**config.mk**
```make
export PLATFORM = sky130hd
export DESIGN_NAME = sprite_mover_flat
export DESIGN_NICKNAME = d
export VERILOG_FILES = /design/src/rtl/sprite_mover_if.sv /design/src/rtl/sprite_mover.sv /design/src/flat_wrapper.sv
export SDC_FILE = /design/constraint.sdc
export NUM_CORES = 1
export LEC_CHECK = 0
export BUFFER_PORTS_ARGS = -buffer_cell sky130_fd_sc_hd__buf_2
export CAP_MARGIN = 20
export CORE_MARGIN = 3
export CORE_UTILIZATION = 56
export DETAILED_ROUTE_END_ITERATION = 10
export GPL_TIMING_DRIVEN = 0
export PLACE_DENSITY = 0.77
export SLEW_MARGIN = 20
export SYNTH_ARGS = -nofsm -noshare
export SYNTH_HDL_FRONTEND = slang
export SYNTH_SLANG_ARGS = --single-unit
```
**constraint.sdc**
```tcl
create_clock -name clk -period 2.9 [get_ports clk]
set_clock_uncertainty 0.05 [all_clocks]
set_input_delay 0.435 -clock clk [delete_from_list [all_inputs] [get_ports clk]]
set_output_delay 0.435 -clock clk [all_outputs]
set_load 0.03 [all_outputs]
```
**src/rtl/sprite_mover_if.sv**
```systemverilog
// Video-side signal bundle for sprite_mover: pixel counters and buttons in,
// registered RGB, state and end-of-frame pulse out.
interface sprite_mover_if;
  logic [9:0] xsync;
  logic [9:0] ysync;
  logic [3:0] btn;
  logic [3:0] r_o;
  logic [3:0] g_o;
  logic [3:0] b_o;
  logic [1:0] state_o;
  logic       frame_tick_o;

  modport master (
    output xsync, ysync, btn,
    input  r_o, g_o, b_o, state_o, frame_tick_o
  );

  modport slave (
    input  xsync, ysync, btn,
    output r_o, g_o, b_o, state_o, frame_tick_o
  );
endinterface

```
**src/rtl/sprite_mover.sv**
```systemverilog
// Single square player sprite on a black 640x480 field, moved by debounced buttons
// once per frame. Define SPRITE_BORDER_EN for a blue 2-pixel frame with tighter bounds.
module sprite_mover #(
  parameter int SPRITE_SIZE  = 16,
  parameter int STEP         = 2,
  parameter int DEB_CYCLES   = 250000,
  parameter int FLASH_FRAMES = 30
) (
  input logic            clk,
  input logic            clr_n,
  sprite_mover_if.slave  vid
);

  typedef enum logic [1:0] {IDLE = 2'd0, RUN = 2'd1, FLASH = 2'd2} state_t;

  localparam int DEB_W   = (DEB_CYCLES > 1) ? $clog2(DEB_CYCLES) : 1;
  localparam int FLASH_W = ($clog2(FLASH_FRAMES) > 3) ? $clog2(FLASH_FRAMES) : 3;
`ifdef SPRITE_BORDER_EN
  localparam int MIN_POS = 2;
  localparam int MAX_X   = 638 - SPRITE_SIZE;
  localparam int MAX_Y   = 478 - SPRITE_SIZE;
`else
  localparam int MIN_POS = 0;
  localparam int MAX_X   = 640 - SPRITE_SIZE;
  localparam int MAX_Y   = 480 - SPRITE_SIZE;
`endif
  localparam logic signed [10:0] STEP_S  = 11'(STEP);
  localparam logic signed [10:0] MIN_S   = 11'(MIN_POS);
  localparam logic signed [10:0] MAX_X_S = 11'(MAX_X);
  localparam logic signed [10:0] MAX_Y_S = 11'(MAX_Y);

  logic [3:0]       sync_q1, sync_q2, deb;
  logic [DEB_W-1:0] deb_cnt [4];
  logic             frame_tick;

  // Buttons are asynchronous: two flops before anything looks at them.
  // NOTE: every clocked block uses non-blocking assignments so all flops
  // sample pre-edge values and simulation matches the synthesized netlist.
  always_ff @(posedge clk or negedge clr_n) begin
    if (!clr_n) begin
      sync_q1    <= '0;
      sync_q2    <= '0;
      deb        <= '0;
      frame_tick <= 1'b0;
      for (int i = 0; i < 4; i++) deb_cnt[i] <= '0;
    end else begin
      sync_q1    <= vid.btn;
      sync_q2    <= sync_q1;
      frame_tick <= (vid.xsync == 10'd799) && (vid.ysync == 10'd524);
      for (int i = 0; i < 4; i++) begin
        if (sync_q2[i] == deb[i]) begin
          deb_cnt[i] <= '0;
        end else if (deb_cnt[i] == DEB_W'(DEB_CYCLES - 1)) begin
          deb[i]     <= sync_q2[i];
          deb_cnt[i] <= '0;
        end else begin
          deb_cnt[i] <= deb_cnt[i] + 1'b1;
        end
      end
    end
  end

  state_t             state_q, state_d;
  logic [9:0]         pos_x_q, pos_x_d, pos_y_q, pos_y_d;
  logic [FLASH_W-1:0] flash_q, flash_d;
  logic signed [10:0] dx, dy, req_x, req_y, mov_x, mov_y;
  logic               clamp_x, clamp_y;

  // Signed 11-bit request so a step below zero is seen as negative, not wrapped.
  // NOTE: each always_comb assigns every output a default first, so no path
  // leaves a signal unassigned and no latch is inferred.
  always_comb begin
    dx = '0;
    dy = '0;
    if (deb[3] && !deb[2]) dx = STEP_S;
    else if (deb[2] && !deb[3]) dx = -STEP_S;
    if (deb[1] && !deb[0]) dy = STEP_S;
    else if (deb[0] && !deb[1]) dy = -STEP_S;
    req_x   = $signed({1'b0, pos_x_q}) + dx;
    req_y   = $signed({1'b0, pos_y_q}) + dy;
    mov_x   = req_x;
    mov_y   = req_y;
    clamp_x = 1'b0;
    clamp_y = 1'b0;
    if (req_x < MIN_S)        begin mov_x = MIN_S;   clamp_x = 1'b1; end
    else if (req_x > MAX_X_S) begin mov_x = MAX_X_S; clamp_x = 1'b1; end
    if (req_y < MIN_S)        begin mov_y = MIN_S;   clamp_y = 1'b1; end
    else if (req_y > MAX_Y_S) begin mov_y = MAX_Y_S; clamp_y = 1'b1; end
  end

  always_comb begin
    state_d = state_q;
    pos_x_d = pos_x_q;
    pos_y_d = pos_y_q;
    flash_d = flash_q;
    if (frame_tick) begin
      unique case (state_q)
        IDLE: if (|deb) begin
          state_d = RUN;
          pos_x_d = mov_x[9:0];
          pos_y_d = mov_y[9:0];
        end
        RUN: begin
          pos_x_d = mov_x[9:0];
          pos_y_d = mov_y[9:0];
          if (clamp_x || clamp_y) begin
            state_d = FLASH;
            flash_d = '0;
          end
        end
        FLASH: begin
          if (flash_q == FLASH_W'(FLASH_FRAMES - 1)) begin
            state_d = RUN;
            flash_d = '0;
          end else begin
            flash_d = flash_q + 1'b1;
          end
        end
        default: state_d = IDLE;
      endcase
    end
  end

  always_ff @(posedge clk or negedge clr_n) begin
    if (!clr_n) begin
      state_q <= IDLE;
      pos_x_q <= 10'((640 - SPRITE_SIZE) / 2);
      pos_y_q <= 10'((480 - SPRITE_SIZE) / 2);
      flash_q <= '0;
    end else begin
      state_q <= state_d;
      pos_x_q <= pos_x_d;
      pos_y_q <= pos_y_d;
      flash_q <= flash_d;
    end
  end

  logic [9:0]  hx, vy;
  logic        active, in_sprite;
  logic [11:0] sprite_rgb, pix_d, pix_q;

  always_comb begin
    hx     = vid.xsync - 10'd144;
    vy     = vid.ysync - 10'd35;
    active = (vid.xsync >= 10'd144) && (vid.xsync <= 10'd783) &&
             (vid.ysync >= 10'd35)  && (vid.ysync <= 10'd514);
    in_sprite = ({1'b0, hx} >= {1'b0, pos_x_q}) &&
                ({1'b0, hx} <  {1'b0, pos_x_q} + 11'(SPRITE_SIZE)) &&
                ({1'b0, vy} >= {1'b0, pos_y_q}) &&
                ({1'b0, vy} <  {1'b0, pos_y_q} + 11'(SPRITE_SIZE));
    unique case (state_q)
      IDLE:    sprite_rgb = 12'h0F0;
      RUN:     sprite_rgb = 12'hFFF;
      FLASH:   sprite_rgb = flash_q[2] ? 12'h000 : 12'hF00;
      default: sprite_rgb = 12'h000;
    endcase
    pix_d = 12'h000;
    if (active) begin
      if (in_sprite) pix_d = sprite_rgb;
`ifdef SPRITE_BORDER_EN
      else if ((hx < 10'd2) || (hx > 10'd637) || (vy < 10'd2) || (vy > 10'd477))
        pix_d = 12'h00F;
`endif
    end
  end

  always_ff @(posedge clk or negedge clr_n) begin
    if (!clr_n) pix_q <= '0;
    else        pix_q <= pix_d;
  end

  assign vid.r_o          = pix_q[11:8];
  assign vid.g_o          = pix_q[7:4];
  assign vid.b_o          = pix_q[3:0];
  assign vid.state_o      = state_q;
  assign vid.frame_tick_o = frame_tick;

endmodule

```
**src/flat_wrapper.sv**
```systemverilog
// flat-port wrapper written by rule: the top's interface ports become plain ports
module sprite_mover_flat 
#(
  parameter int SPRITE_SIZE  = 16,
  parameter int STEP         = 2,
  parameter int DEB_CYCLES   = 250000,
  parameter int FLASH_FRAMES = 30
)
  (clk, clr_n, vid_xsync, vid_ysync, vid_btn, vid_r_o, vid_g_o, vid_b_o, vid_state_o, vid_frame_tick_o);
  sprite_mover_if vid_i ();
  input logic clk;
  input logic clr_n;
  input wire logic [$bits(vid_i.xsync)-1:0] vid_xsync;
  input wire logic [$bits(vid_i.ysync)-1:0] vid_ysync;
  input wire logic [$bits(vid_i.btn)-1:0] vid_btn;
  output wire logic [$bits(vid_i.r_o)-1:0] vid_r_o;
  output wire logic [$bits(vid_i.g_o)-1:0] vid_g_o;
  output wire logic [$bits(vid_i.b_o)-1:0] vid_b_o;
  output wire logic [$bits(vid_i.state_o)-1:0] vid_state_o;
  output wire logic [$bits(vid_i.frame_tick_o)-1:0] vid_frame_tick_o;
  assign vid_i.xsync = vid_xsync;
  assign vid_i.ysync = vid_ysync;
  assign vid_i.btn = vid_btn;
  assign vid_r_o = vid_i.r_o;
  assign vid_g_o = vid_i.g_o;
  assign vid_b_o = vid_i.b_o;
  assign vid_state_o = vid_i.state_o;
  assign vid_frame_tick_o = vid_i.frame_tick_o;
  sprite_mover #(.SPRITE_SIZE(SPRITE_SIZE), .STEP(STEP), .DEB_CYCLES(DEB_CYCLES), .FLASH_FRAMES(FLASH_FRAMES)) u_core (.clk(clk), .clr_n(clr_n), .vid(vid_i));
endmodule
```
==> results by group, run 1 <==
Critical path
  – Critical path class: reg -> reg
  – CP max FO: 5
  – CP Cell Sequence: ha_4 > buf_8 > buf_8 > xor2_2 > ha_2 > and3b_1 > o21a_1 > o211ai_1 > and3_4 > o2111ai_2 > and3b_1 > buf_6 > a31oi_1 > o21ai_1
  – Crit-path max cell delay: 0.45 ns
  – R2r setup slk: -0.18 ns
  – Crit path capture type: flop
  – CP Launch Type: flop
  – Worst path slowest cell: dfrtp_2
  – Worst EP required: 3.13 ns
  – R2R depth: 14
  – Worst Path Arrival: 3.31 ns

Placed design
  – Dpl ws: -0.6153 ns
  – GPL Wtd Cong: 0.9217
  – DP HPWL: 12400 um
  – Port Buffers: 40
  – Cells after DPL: 1115

Clock tree
  – Clock-pin slew on the worst setup and hold paths: 0.06 ns
  – CTS root buf: clkbuf_16
  – # clock sinks: 113
  – Worst-Skew Late Latency: 0.41 ns
  – CTS tree: yes
  – H-tree levels: 4
  – CTS Buf Count: 17
  – Deepest clock path buffer count: 2

Finish
  – Share of post-route cells with drive strength above 1: 21.30%
  – Nets: 1068
  – Fin util: 71.28%
  – Non-Filler Instances: 1176
  – Synth-to-layout area growth: 22.38%
  – # diodes: 0

Status
  – Failing checks: setup timing
  – Outcome: complete, but fails checks

Logic synthesis
  – Yosys cell types: 82
  – Synth Register Bits: 113
  – Syn_nets: 979
  – Synth warn: 0
  – Synth top cells by count: dfrtp_1 (105), nor2_1 (101), nand2_1 (63)
  – Avg Cell Area, Syn: 8.760 sq um
  – Post-synth top area share: 33.40%
  – Fraction of registers with async set/reset: 100.0%
  – Synth area leader: dfrtp_1
  – Post-Syn Area: 0.007866 sq mm
  – Number of flops mapped to enable cells by yosys: 0
  – Mapped Cells: 898
  – Sequential share of the synthesized area: 36.07%
  – Most common cell in the synthesized netlist: dfrtp_1
  – Synth Flop Type: dfrtp_1
  – Area contributors post-synth: dfrtp_1 (33%), ha_1 (8.7%), xor2_1 (5.6%)

Detailed routing
  – Pre-antenna DRT Iters: 5
  – Post-Route WL: 18890 um
  – Residual DRC count: 0
  – Drt wl/cell: 16.06 um
  – Vias per cell: 5.921
  – Post-route ant nets: 0
  – Vias: 6963
  – Initial DRC count: 483

Die
  – Row cnt: 42
  – Core Box Area: 0.01351 sq mm
  – Initial Util: 58.25%
  – Die W: 124.5 um
  – Die Height: 124.5 um
  – # IOs: 41
  – Die ar.: 0.01551 sq mm

Power and ir drop
  – Leak: 4.100 nW
  – Worst VDD drop: 0.4288 mV
  – PD cells: 428.8 mW/mm^2

Timing
  – Worst hold margin: 0.07453 ns
  – Worst Max-Slew Pin Slew: 0.7715 ns
  – Slew margin rel.: 48.57%
  – Crit path time final: 3.079 ns
  – Setup_tns: -1.547 ns
  – Final worst path period share: 106.2%
  – Fmax: 324.8 MHz
  – Max Slew Vio Count: 0
  – Setup slack after layout: -0.1789 ns
  – Final Hold Fails: 0
  – RSZ-0062 raised after global routing: true
  – Final setup fails: 15

Min path
  – Worst Hold Depth: 1
  – Min-Delay Path Class: in -> reg

Global route
  – Vias in the first global route: 6849
  – Total Routing Usage GR: 24.25%
  – First-pass GRT wire length: 31790 um
  – Initial antenna violation count: 0
  – Largest net degree at the start of global routing: 64
  – Grt ovf: 0

Job
  – Max Cap Viol: 0
-- worst paths after layout --
| check | startpoint | endpoint |
|---|---|---|
| setup / recovery | u_core.deb[0]$_DFFE_PN0P_ | u_core.flash_q[0]$_DFFE_PN0P_ |
| hold / removal | vid_btn[1] | u_core.sync_q1[1]$_DFF_PN0_ |
| setup reg to reg | u_core.deb[0]$_DFFE_PN0P_ | u_core.flash_q[0]$_DFFE_PN0P_ |
| hold reg to reg | u_core.sync_q1[3]$_DFF_PN0_ | u_core.sync_q2[3]$_DFF_PN0_ |
| max in group asynchronous | clr_n | u_core.pos_y_q[3]$_DFFE_PN1P_ |
| min in group asynchronous | clr_n | u_core.pix_q[10]$_DFF_PN0_ |
-- cell families after synthesis --
family	after synthesis	synth area share (%)
AND/OR/NAND/NOR	337	21.46
AO/OA/AOI/OAI	194	16.51
flip-flops	113	36.07
buffers and inverters	103	6.124
XOR/XNOR	93	10.63
adder cells (fa/ha/maj)	55	8.748
multiplexers	3	0.4612
-- stage by stage --
| stage | instance area, sq um | total power (W) |
|---|---|---|
| 2_1_floorplan | 7928 | 0.001784 |
| 3_3_place_gp | 8348 | 0.001880 |
| 3_5_place_dp | 8382 | 0.001895 |
| 4_1_cts | 9345 | 0.004155 |
| 5_1_grt | 9627 | 0.004267 |
| 6_report | 9627 | 0.004128 |
-- repair_timing --
item | in CTS | in global routing
buffers inserted | 22 | 9
pin swaps | 27 | 18
resized for setup | 33 | 44
setup endpoints to repair | 24 | 22
hold buffers | 1 | 0
endpoints found under the hold margin | 33 | 0
-- state kept, by name, summed over array words and instances (netlist names) --
register	count
u_core.sync_q2	4
u_core.deb_cnt	72
u_core.vid.frame_tick_o	1
u_core.flash_q	5
u_core.pos_x_q	9
u_core.deb	4
u_core.pix_q	3
u_core.sync_q1	4
u_core.pos_y_q	9
u_core.vid.state_o	2
-- placed cells by master (no fill, tap or decap), drive strengths merged, types with 5 or more instances in the layout --
cell type    n
nand3b       5
buf        100
dfrtp      105
nor4b        8
o21ai       60
nor2b        9
nand4       20
ha          55
a21oi       46
xnor2       42
and3        17
o31ai        5
nand3       44
clkinvlp     5
nor2       101
inv         54
nand2       64
nor4         8
o22ai       10
a21o         5
or3         20
xor2        50
o21a         5
a31oi       10
nor3        20
dfstp        8
o211ai       8
nand2b      10
clkbuf      39
-- worst max-delay path, delay by kind of cell (launching register included) --
kind / cells / cell delay, ns
AO/OA/AOI/OAI: 5 / 0.92
AND/OR/NAND/NOR: 3 / 0.65
flip-flops: 1 / 0.45
adder cells (fa/ha/maj): 2 / 0.38
buffers and inverters: 3 / 0.36
XOR/XNOR: 1 / 0.13
-- metal layers --
metal | wire length [um] | vias to the layer above | track usage (%)
met1 | 8148 | 3313 | 31.12
met4 | 550 | 0 | 9.994
li1 | - | 3358 | -
met2 | 9091 | 237 | 39.54
met3 | 1099 | 55 | 5.660
met5 | 0 | - | 0
-- area by class of cell --
class	instances	area, sq um
plain buffers	47	284.0
flip-flops and latches	113	2839
inverters	53	198.9
fillers	967	3879
clock inverters	12	180.2
well taps	176	220.2
multi-input cells	682	4942
clock buffers	20	466.7
repair buffers	73	495.5
-- power breakdown --
part / internal (W) / switching [W]
Clock: 0.00151 / 0.000752
Combinational: 0.0000986 / 0.000158
Sequential: 0.00160 / 0.0000142
Note: power is estimated with default switching activity, not from simulation.
==> run 2, diff against run 1 <==
BUFFER_PORTS_ARGS = -buffer_cell sky130_fd_sc_hd__clkbuf_2   (was -buffer_cell sky130_fd_sc_hd__buf_2)
SETUP_SLACK_MARGIN = 0.2   (was unset)
==> run 2 against run 1 <==
Against the previous run:
- the run still ends with setup timing left
- design area grew 1.2%
- setup slack worse by 0.16 ns
- critical path depth grew 2
- clock power is essentially flat
- register-to-register slack got worse by 0.16 ns
- via count rose by 1.7%
- fmax fell by 5.1%
- critical path type unchanged
- largest cell class unchanged
- highest routed layer unchanged
==> results by group, run 2 (synthesis gave the netlist of run 1 again) <==
Critical path
  – Worst path slowest cell: dfrtp_2
  – CP max FO: 6
  – Crit path capture type: flop
  – CP Cell Sequence: ha_4 > buf_6 > buf_8 > buf_8 > xor2_2 > ha_2 > and3b_1 > o21a_1 > o211ai_1 > buf_4 > and3_4 > o2111ai_2 > and3b_1 > buf_6 > a31oi_4 > a31oi_1
  – Worst EP required: 3.13 ns
  – R2R depth: 16
  – R2r setup slk: -0.34 ns
  – Worst r2r src: u_core.deb[0]$_DFFE_PN0P_
  – Crit-path max cell delay: 0.44 ns
  – Worst R2R End: u_core.flash_q[4]$_DFFE_PN0P_
  – Worst Path Arrival: 3.47 ns
  – CP Launch Type: flop
  – Critical path class: reg -> reg

Min path
  – Worst Hold Path EP: u_core.sync_q1[0]$_DFF_PN0_
  – Hold Startpoint: vid_btn[0]
  – Worst Hold Depth: 1
  – Min-Delay Path Class: in -> reg

Die
  – Die Height: 124.5 um
  – Core Box Area: 0.01351 sq mm
  – Initial Util: 58.25%
  – # IOs: 41
  – Die W: 124.5 um
  – Row cnt: 42
  – Die ar.: 0.01551 sq mm

Job
  – Max Cap Viol: 0

Finish
  – Share of post-route cells with drive strength above 1: 22.18%
  – Largest regs: u_core.deb_cnt (72), u_core.pos_x_q (9), u_core.pos_y_q (9)
  – Synth-to-layout area growth: 23.87%
  – Commonest non-fill, non-tap cell in the layout: dfrtp_1
  – Commonest cells after routing, fill and taps aside: dfrtp_1 (103), nor2_1 (100), nand2_1 (60)
  – Nets: 1078
  – Largest register FFs: 72
  – Final Cell Area: 0.009744 sq mm
  – # diodes: 0
  – Biggest register: u_core.deb_cnt

Detailed routing
  – Drt wl/cell: 15.99 um
  – Post-Route WL: 18970 um
  – Initial DRC count: 566
  – Vias per cell: 5.973
  – Post-route ant nets: 0
  – Vias: 7084
  – Residual DRC count: 0
  – Pre-antenna DRT Iters: 6

Timing
  – Slew margin rel.: 41.32%
  – Final worst path period share: 111.8%
  – RSZ-0062 raised after global routing: true
  – Crit path time final: 3.243 ns
  – Setup slack after layout: -0.3433 ns
  – Max Slew Vio Count: 0
  – Final setup fails: 20
  – Fmax: 308.3 MHz
  – Final Hold Fails: 0
  – Worst Max-Slew Pin Slew: 0.8803 ns
  – Worst hold margin: 0.07129 ns

Placed design
  – Port Buffers: 40
  – Placed Area: 0.008384 sq mm
  – GPL Wtd Cong: 0.9194
  – DP HPWL: 12430 um

Status
  – Outcome: complete, but fails checks
  – Failing checks: setup timing

Global route
  – Largest net degree at the start of global routing: 96
  – First-pass GRT wire length: 30560 um
  – Vias in the first global route: 6641
  – Initial antenna violation count: 0
  – Grt ovf: 0
  – Total Routing Usage GR: 23.52%

Clock tree
  – CTS Buf Count: 17
  – H-tree levels: 4
  – Clock-pin slew on the worst setup and hold paths: 0.05 ns
  – CTS tree: yes
  – Worst-Skew Late Latency: 0.42 ns
  – CTS root buf: clkbuf_16
  – # clock sinks: 113
  – Deepest clock path buffer count: 2

Power and ir drop
  – PD cells: 420.1 mW/mm^2
  – Tot Pwr: 0.004094 W
  – Worst VDD drop: 0.3357 mV
  – Leak: 4.172 nW
[run 2: cell types whose count changed in the layout (fill, tap and decap cells not counted), sizes merged]
cell,delta
clkinv,+1
clkbuf,+43
inv,-2
buf,-30
clkinvlp,-2
[run 2: timing repair]
action,4_1_cts,5_1_grt
resized for setup,35,51
endpoints found under the setup margin,24,27
endpoints found under the hold margin,14,0
pin swaps,24,17
hold buffers,1,0
buffers inserted,27,11
[run 2: area by class of cell]
cell class,instances,area (sq um)
buffer,50,321.6
timing repair buffer,80,546.8
fill,963,3761
tap,176,220.2
sequential,113,2840
inverter,53,202.7
clock inverter,9,153.9
multi-input combinational,682,4981
clock buffer,23,478.0
[run 2: how the worst max path moves through the flow]
stage / start / endpoint / slack, ns / cells after the start
floorplan: u_core.deb[0]$_DFFE_PN0P_ / u_core.vid.state_o[1]$_DFFE_PN0P_ / -0.26 / 15
global placement: u_core.deb[3]$_DFFE_PN0P_ / u_core.vid.state_o[0]$_DFFE_PN0P_ / -0.60 / 15
detailed placement: u_core.deb[3]$_DFFE_PN0P_ / u_core.vid.state_o[0]$_DFFE_PN0P_ / -0.59 / 15
CTS: u_core.deb[0]$_DFFE_PN0P_ / u_core.flash_q[4]$_DFFE_PN0P_ / -0.17 / 15
global route: u_core.deb[1]$_DFFE_PN0P_ / u_core.vid.state_o[1]$_DFFE_PN0P_ / -0.41 / 17
finish: u_core.deb[0]$_DFFE_PN0P_ / u_core.flash_q[4]$_DFFE_PN0P_ / -0.34 / 16
[run 2: stage by stage]
step | setup TNS (ns) | worst slack, ns | std cells | utilization, %
floorplan | -2.338 | -0.2567 | 898 | -
global placement | -43.50 | -0.5990 | 1114 | 61.81
detailed placement | -9.567 | -0.5936 | 1115 | 62.08
CTS | -1.698 | -0.1674 | 1175 | 69.53
global route | -5.804 | -0.4108 | 1186 | 72.15
finish | -3.878 | -0.3433 | 1186 | 72.15
[run 2: report_power, final]
group	switching [W]	leakage, nW	internal [W]	total [W]
clock network	0.000726	0.303	0.00150	0.00223
logic	0.000154	2.35	0.0000984	0.000253
registers	0.0000137	1.52	0.00160	0.00161
total	0.000894	4.17	0.00320	0.00409
[run 2: routing by layer]
layer  vias to the layer above  GRT usage [%]  share of wire (%)
met2                       287          37.72                 48
met5                         -              0                  0
met4                         0          10.32                3.8
met3                        75          5.746                6.3
met1                      3342          30.30                 42
li1                       3380              -                  -
[run 2: critical path, delay by kind of cell (launching register included)]
family                     cells  cell delay, ns
adders and majority gates      2            0.38
DFF                            1            0.44
buffers and inverters          5            0.65
AOI/OAI and AO/OA              5            0.85
xor gates and xnor gates       1            0.13
and+or+nand+nor                3            0.60
